$ cat config.mk
export PLATFORM = sky130hd
export DESIGN_NAME = pulse_peak_detector
export DESIGN_NICKNAME = d
export VERILOG_FILES = /design/src/rtl/pulse_peak_detector.sv
export SDC_FILE = /design/constraint.sdc
export NUM_CORES = 1
export LEC_CHECK = 0
export ABC_CLOCK_PERIOD_IN_PS = 6800
export CORE_AREA = 4 4 343 210
export DETAILED_ROUTE_END_ITERATION = 7
export DIE_AREA = 0 0 347 214
export GPL_ROUTABILITY_DRIVEN = 0
export SKIP_CTS_REPAIR_TIMING = 1
export SLEW_MARGIN = 0
export SYNTH_ARGS = -nofsm -noshare
export SYNTH_HDL_FRONTEND = slang
export SYNTH_SLANG_ARGS = --single-unit
export TNS_END_PERCENT = 10
$ cat constraint.sdc
create_clock -name clk -period 6.8 [get_ports clk]
set_input_delay 1.36 -clock clk [delete_from_list [all_inputs] [get_ports clk]]
set_output_delay 1.36 -clock clk [all_outputs]
set_load 0.05 [all_outputs]
$ cat src/rtl/pulse_peak_detector.sv
// Pulse-height analyser: threshold-triggered peak/time/width capture into a first-word-fall-through event FIFO.
// Optional pile-up rejection of over-wide pulses: define PULSE_PEAK_PILEUP_REJECT_EN.
module pulse_peak_detector #(
  parameter int DATA_W      = 16,
  parameter int TS_W        = 32,
  parameter int FIFO_DEPTH  = 4,
  parameter int HOLDOFF_CYC = 8,
  parameter int MAX_WIDTH   = 64
) (
  input  logic              clk,
  input  logic              reset,
  input  logic [DATA_W-1:0] input_data,
  input  logic [DATA_W-1:0] threshold,
  output logic              peak_valid,
  input  logic              peak_ready,
  output logic [DATA_W-1:0] peak_amp,
  output logic [TS_W-1:0]   peak_time,
  output logic [7:0]        peak_width,
  output logic [15:0]       drop_count,
  output logic [15:0]       pileup_count
);

  localparam int AW = $clog2(FIFO_DEPTH);
  localparam int HW = (HOLDOFF_CYC > 1) ? $clog2(HOLDOFF_CYC) : 1;
  localparam logic [HW-1:0] HOLD_LOAD = HW'((HOLDOFF_CYC > 0) ? HOLDOFF_CYC - 1 : 0);
  localparam logic [8:0]    MAX_W     = 9'(MAX_WIDTH);
  localparam int EW = DATA_W + TS_W + 8;

  typedef enum logic [1:0] {IDLE, TRACK, HOLDOFF} state_t;

  state_t            state, state_nxt;
  logic [DATA_W-1:0] sample_r;
  logic [TS_W-1:0]   ts, ts_r;
  logic [DATA_W-1:0] max_r;
  logic [TS_W-1:0]   max_t;
  logic [7:0]        width;
  logic [HW-1:0]     hold_cnt;
  logic              above, gt_max;
  logic              start, extend, pulse_end;
  logic              reject, push_req, push, pop, drop, full, empty;
  logic [AW:0]       wr_ptr, rd_ptr;
  logic [EW-1:0]     mem [FIFO_DEPTH];

  assign above  = $signed(sample_r) > $signed(threshold);
  assign gt_max = $signed(sample_r) > $signed(max_r);

  // Input stage: every sample travels with its own timestamp.
  always_ff @(posedge clk or posedge reset) begin
    if (reset) begin
      sample_r <= '0;
      ts_r     <= '0;
      ts       <= '0;
    end else begin
      sample_r <= input_data;
      ts_r     <= ts;
      ts       <= ts + 1'b1;
    end
  end

  always_ff @(posedge clk or posedge reset) begin
    if (reset) state <= IDLE;
    else       state <= state_nxt;
  end

  always_comb begin
    state_nxt = state;
    start     = 1'b0;
    extend    = 1'b0;
    pulse_end = 1'b0;
    case (state)
      IDLE:
        if (above) begin
          state_nxt = TRACK;
          start     = 1'b1;
        end
      TRACK:
        if (above) begin
          extend = 1'b1;
        end else begin
          pulse_end = 1'b1;
          state_nxt = (HOLDOFF_CYC == 0) ? IDLE : HOLDOFF;
        end
      HOLDOFF:
        if (hold_cnt == '0) state_nxt = IDLE;
      default: state_nxt = IDLE;
    endcase
  end

  // Ties keep the earliest timestamp because only a strictly larger sample updates the peak.
  always_ff @(posedge clk or posedge reset) begin
    if (reset) begin
      max_r    <= '0;
      max_t    <= '0;
      width    <= '0;
      hold_cnt <= '0;
    end else begin
      if (start) begin
        max_r <= sample_r;
        max_t <= ts_r;
        width <= 8'd1;
      end else if (extend) begin
        if (width != 8'hFF) width <= width + 8'd1;
        if (gt_max) begin
          max_r <= sample_r;
          max_t <= ts_r;
        end
      end
      if (pulse_end)                                  hold_cnt <= HOLD_LOAD;
      else if (state == HOLDOFF && hold_cnt != '0)    hold_cnt <= hold_cnt - 1'b1;
    end
  end

`ifdef PULSE_PEAK_PILEUP_REJECT_EN
  assign reject = pulse_end && ({1'b0, width} > MAX_W);

  always_ff @(posedge clk or posedge reset) begin
    if (reset)                                 pileup_count <= '0;
    else if (reject && pileup_count != 16'hFFFF) pileup_count <= pileup_count + 16'd1;
  end
`else
  logic unused_max_width;
  assign unused_max_width = ({1'b0, width} > MAX_W);
  assign reject           = 1'b0;
  assign pileup_count     = '0;
`endif

  assign push_req = pulse_end & ~reject;
  assign empty    = (wr_ptr == rd_ptr);
  assign full     = (wr_ptr[AW] != rd_ptr[AW]) && (wr_ptr[AW-1:0] == rd_ptr[AW-1:0]);
  assign pop      = peak_valid & peak_ready;
  // When full, a simultaneous pop frees the slot the push writes into.
  assign push     = push_req & (~full | pop);
  assign drop     = push_req & full & ~pop;

  always_ff @(posedge clk or posedge reset) begin
    if (reset) begin
      wr_ptr     <= '0;
      rd_ptr     <= '0;
      drop_count <= '0;
    end else begin
      if (push) wr_ptr <= wr_ptr + 1'b1;
      if (pop)  rd_ptr <= rd_ptr + 1'b1;
      if (drop && drop_count != 16'hFFFF) drop_count <= drop_count + 16'd1;
    end
  end

  always_ff @(posedge clk) begin
    if (push) mem[wr_ptr[AW-1:0]] <= {max_r, max_t, width};
  end

  assign peak_valid = ~empty;
  assign {peak_amp, peak_time, peak_width} = peak_valid ? mem[rd_ptr[AW-1:0]] : '0;

endmodule

### Word level (Yosys, flattened, before mapping)

Memory sizes are Yosys's and may differ from the RTL's.
Index checks and enable logic that the tools add are counted.

* memories kept: 1
* logic and storage cells: 74
* register bits: 163
* input bits: 35
* output and inout bits: 89
* bits in writable memories: 224

Memory list
* mem: words 4, bits a word 56, rd ports 1, clocked after memory_dff 0, write ports 1, RTL line 42 `logic [EW-1:0] mem [FIFO_DEPTH];`

* equal/unequal tests: 10
* add/subtract/negate cells: 6
* reduce and logical (&&, ||, !) cells: 13
* bitwise operators: 8
* magnitude comparators: 2
* mux-type cells: 23

Operators with widths (number)
* $mux 32: 3
* $mux 56: 1
* $mux 16: 3
* $add 32x1->32 const B: 1
* $gt 16x16->1: 2
* $mux 8: 3
* $add 16x1->16 const B: 1
* $ne 16x16->1 const B: 1
* $add 8x1->8 const B: 1
* $ne 8x8->1 const B: 1
* $reduce_bool 2->1: 4
* $mux 1: 7
* $add 3x1->3 const B: 2
* $mux 2: 3
* $mux 3: 2
* $ne 2x2->1 const B: 3
* $pmux 2 s3: 1
* $and 1x1->1: 4
* $reduce_and 2->1: 2
* $eq 3x3->1: 1
* $logic_and 1x1->1: 3
* $logic_not 3->1: 1
* $not 1->1: 3
* $reduce_and 3->1: 1
* 8 further kinds: 8

### Logic depth before layout (Yosys ltp)

* word-level depth: 7
* gate-level depth with buffers: 11
* mapped depth without buffers: 9

### Least setup slack after synthesis

Ideal clock, no wire load.

* path kind: input port to flip-flop
* start: input port threshold[6]
* end: memory mem[3][0] (netlist bit), enable pin
* library setup time: 421 ps
* data required time: 6379 ps
* slack: 2015 ps
* buffers on the path: 0
* stages on the path: 8
* arrival time: 4364 ps
* cell sequence: inv_1 -> ha_1 -> a41o_1 -> a21oi_1 -> nor3_1 -> or4_1 -> mux2i_1 -> and3_1

* word-level cells in the longest chain between the ends: 6

RTL lines
* start: declaration: RTL line 13 `input logic [DATA_W-1:0] threshold,`
* $gt 16x16->1: RTL line 44 `assign above = $signed(sample_r) > $signed(threshold);`
* $mux 1: RTL line 77 `if (above) begin`
* $mux 1: RTL line 70 `case (state)`
* $and 1x1->1: RTL line 132 `assign push = push_req & (~full | pop);`
* $mux 1: RTL line 148 `if (push) mem[wr_ptr[AW-1:0]] <= {max_r, max_t, width};`
* $mux 1 (implied by the code): RTL line 148
* end: declaration: RTL line 42

Every way passes these cells.

### Worst setup path after layout

* start: register rd_ptr[1]
* end: output port peak_time[8]

* word-level cells in the longest chain between the ends: 2
* elaborated cells on any way between the ends: 3
* those cells by class: eq/ne: 1; mux: 1; memory: 1

RTL lines
* start: declaration: RTL line 41 `logic [AW:0] wr_ptr, rd_ptr;`
* start signal: assignment: RTL line 142 `if (pop) rd_ptr <= rd_ptr + 1'b1;`
* $mem_v2 4x56 or $eq 3x3->1 (tied branches)
* $mux 56 (*): RTL line 152 `assign {peak_amp, peak_time, peak_width} = peak_valid ? mem[rd_ptr[AW-1:0]] : '0;`
* end: declaration: RTL line 17 `output logic [TS_W-1:0] peak_time,`

Mark *: on every way between the ends. The rest lies on a longest branch, timed or not.

==> results.py <==
metrics = {
    "run_status": {
        "run_status": "finished, final reports clean",
    },
    "die": {
        "design.portCount": 124,
        "floorplan.core_area_um2": 69100,
        "initial_utilization_pct": 22.7,
        "die_w_um": 347,
        "die-height_um": 214,
        "design.die.area_um2": 74300,
        "placementRows": 75,
    },
    "worst_setup_path": {
        "worstSetupStartpointType": "flop",
        "worst_ep_required_time_ns": 5.44,
        "worstSetupPathType": "flop to output pin",
        "worst_r2r_startpoint": "sample_r[6]",
        "r2r_slack_ns": 2.63,
        "r2r_cells": 9,
        "cp_data_arrival_time_ns": 3.81,
        "worstReg2RegEnd": "max_t[19]",
        "crit_path_max_fanout": 38,
        "cp-startpoint": "rd_ptr[1]",
        "worst_setup_path_end_kind": "output pin",
    },
    "drt": {
        "drc_errors": 0,
        "first_pass_iters": 5,
        "drt_first_iter_violations": 535,
        "route.vias.total": 8025,
        "postRouteAntennaNets": 0,
        "drt-vias-per-instance": 3.97,
        "postRouteWirelength_um": 34300,
        "route.detailed.wl_per_inst_um": 17.0,
    },
    "grt": {
        "gr-total-overflow": 0,
        "grt_antenna_before_repair": 0,
        "grt_first_pass_wirelength_um": 52700,
        "gr-usage-all-layers_pct": 9.18,
        "maximum_number_of_pins_on_one_net_before_global_route_repair": 68,
        "first_global_vias": 8247,
    },
    "logic_synthesis": {
        "synth_edf_count": 224,
        "synth.yosys.seq_area_share_pct": 68.9,
        "dominantRegCellSynth": "sky130_fd_sc_hd__edfxtp_1",
        "yosys_warnings": 0,
        "yosys.area.top_type_share_pct": 42.9,
        "synth.largest_area_cell": "sky130_fd_sc_hd__edfxtp_1",
        "mappedNetlistArea_um2": 15700,
        "yosys.cell_types.count": 54,
        "syn-mean-instance-area_um2": 16.7,
        "synth.area.top_cells": "sky130_fd_sc_hd__edfxtp_1, sky130_fd_sc_hd__dfrtp_1, sky130_fd_sc_hd__mux4_2, sky130_fd_sc_hd__ha_1, sky130_fd_sc_hd__nor2b_1",
        "syn_inst": 937,
        "synth_async_sr_flop_share_pct": 42.1,
        "synth-seq-cells": 387,
    },
    "clock_tree": {
        "ctsHtreeMaxLevel": 2,
        "cts_num_sinks": 387,
        "cts_buffer_depth": 3,
        "cts.root.buffer_cell": "sky130_fd_sc_hd__clkbuf_16",
        "register_clock_pin_slew_on_the_reported_worst_setup_and_hold_paths_ns": 0.06,
        "clkLatencyLatePin_ns": 0.54,
        "cts_tree": "built",
        "numCtsBuffers": 38,
    },
    "layout": {
        "layout-drive-gt1-share_pct": 17.9,
        "layout.cells.most_common_list": "sky130_fd_sc_hd__edfxtp_1, sky130_fd_sc_hd__dfrtp_1, sky130_fd_sc_hd__clkdlybuf4s50_1, sky130_fd_sc_hd__nor2b_1, sky130_fd_sc_hd__mux4_2",
        "layout-area-overhead-vs-synth_pct": 22.2,
        "insertedDiodeCount": 0,
        "most_common_cell_after_layout_fill_and_taps_aside": "sky130_fd_sc_hd__edfxtp_1",
        "fin_nets": 1143,
        "layout.cells.non_filler": 2020,
    },
    "timing": {
        "setup_tns_ns": 0,
        "slew_viols_final": 0,
        "fmaxAchievable_mhz": 193,
        "slew_headroom_pct": 22.3,
        "min_period_over_period_pct": 76.1,
        "tightestPinTransition_ns": 1.16,
        "setup_viol": 0,
        "finalCriticalPeriod_ns": 5.17,
        "finalClockSkew_ns": 0.0227,
        "rsz0062_at_grt": "false",
        "report.final.hold_viol_count": 0,
    },
    "hold_path": {
        "min_path_type": "flop to flop",
        "min_to": "ts_r[30]",
        "hp-start": "ts[30]",
        "timing.hold.worst_path_depth": 0,
    },
    "power_and_ir_drop": {
        "static-leakage-power_uw": 0.00738,
        "peak_supply_drop_mv": 0.181,
        "pwr_density_cell_nw_per_um2": 448,
    },
    "placed_design": {
        "place_hpwl_um": 22300,
        "number_of_input_and_output_port_buffers_inserted": 107,
        "dpl.cell_count": 1950,
    },
    "job": {
        "max_cap_viol_count": 0,
    },
}
[worst max-delay path by stage]
| stage | to | cells past startpoint |
|---|---|---|
| 2_1_floorplan | drop_count[0] | 1 |
| 3_3_place_gp | max_t[19] | 11 |
| 3_5_place_dp | max_t[21] | 11 |
| 4_1_cts | peak_time[8] | 6 |
| 5_1_grt | peak_time[8] | 6 |
| 6_report | peak_time[8] | 6 |
[cells by family (layout without fill, tap and decap cells)]
kind of cell	Yosys count	after routing	share of synthesized area (%)
AO/OA/AOI/OAI	40	40	1.92
XOR/XNOR	53	53	2.96
adder cells (fa/ha/maj)	42	42	3.35
buffers and inverters	90	234	2.80
flip-flops	387	387	68.9
multiplexers	114	114	12.7
other	1	16	0.0239
AND/OR/NAND/NOR	210	210	7.33
[stage by stage]
stage / total power [uW] / area, um2 / utilization [%] / hold WS (ns) / setup slack, ns
floorplan: 5360 / 15700 / - / 0.354 / 1.04
global placement: 6510 / 17900 / 25.9 / 0.372 / 1.19
detailed placement: 6550 / 17900 / 25.9 / 0.384 / 1.10
CTS: 8770 / 19200 / 27.7 / 0.398 / 1.49
global route: 9040 / 19200 / 27.7 / 0.409 / 1.33
finish: 8580 / 19200 / 27.7 / 0.393 / 1.63
[routing by layer]
layer	wire length, um	part of all wire (%)	GRT usage (%)
met1	16700	49	13.4
met2	15600	46	14.0
met3	1570	4.6	2.26
met4	410	1.2	1.47
met5	0	0	0
[registers in the layout, indices dropped and copies added, names as in the netlist]
signal / cells
wr_ptr: 3
drop_count: 16
sample_r: 16
width: 8
mem: 224
max_t: 32
ts_r: 32
rd_ptr: 3
ts: 32
max_r: 16
hold_cnt: 3
state: 2
[layout make-up]
type | instances | area (um2)
clock buffers | 45 | 1020
multi-input cells | 475 | 4510
clock inverters | 25 | 285
well taps | 924 | 1160
flip-flops and latches | 387 | 10800
repair buffers | 118 | 1200
inverters | 46 | 178
fillers | 6958 | 49900
[cells in the mapped netlist, drive strengths merged, types with 8 or more instances]
master / n
edfxtp: 224
dfrtp: 163
nor2b: 58
mux4: 56
mux2: 52
inv: 46
nand2: 43
ha: 42
xnor2: 36
buf: 27
nand3: 27
nor2: 21
nand4: 19
clkbuf: 17
xor2: 17
and3: 15
a21oi: 14
nor3: 8
[critical path, cell delays in order (launching register included)]
cell and delay, ns:
sky130_fd_sc_hd__dfrtp_2 1.11, sky130_fd_sc_hd__xnor2_1 0.22, sky130_fd_sc_hd__nand2_1 0.13, sky130_fd_sc_hd__nor2_4 0.38, sky130_fd_sc_hd__buf_4 0.44, sky130_fd_sc_hd__nor2b_1 0.23
sky130_fd_sc_hd__clkdlybuf4s50_1 0.75
[report_power, final]
group          internal, uW  leakage, uW  switching, uW
Combinational          1230      0.00252           2030
Clock                  1280     0.000637            907
Sequential             2820      0.00422            320
Total                  5330      0.00738           3260
Power figures use the tool's default switching activity.
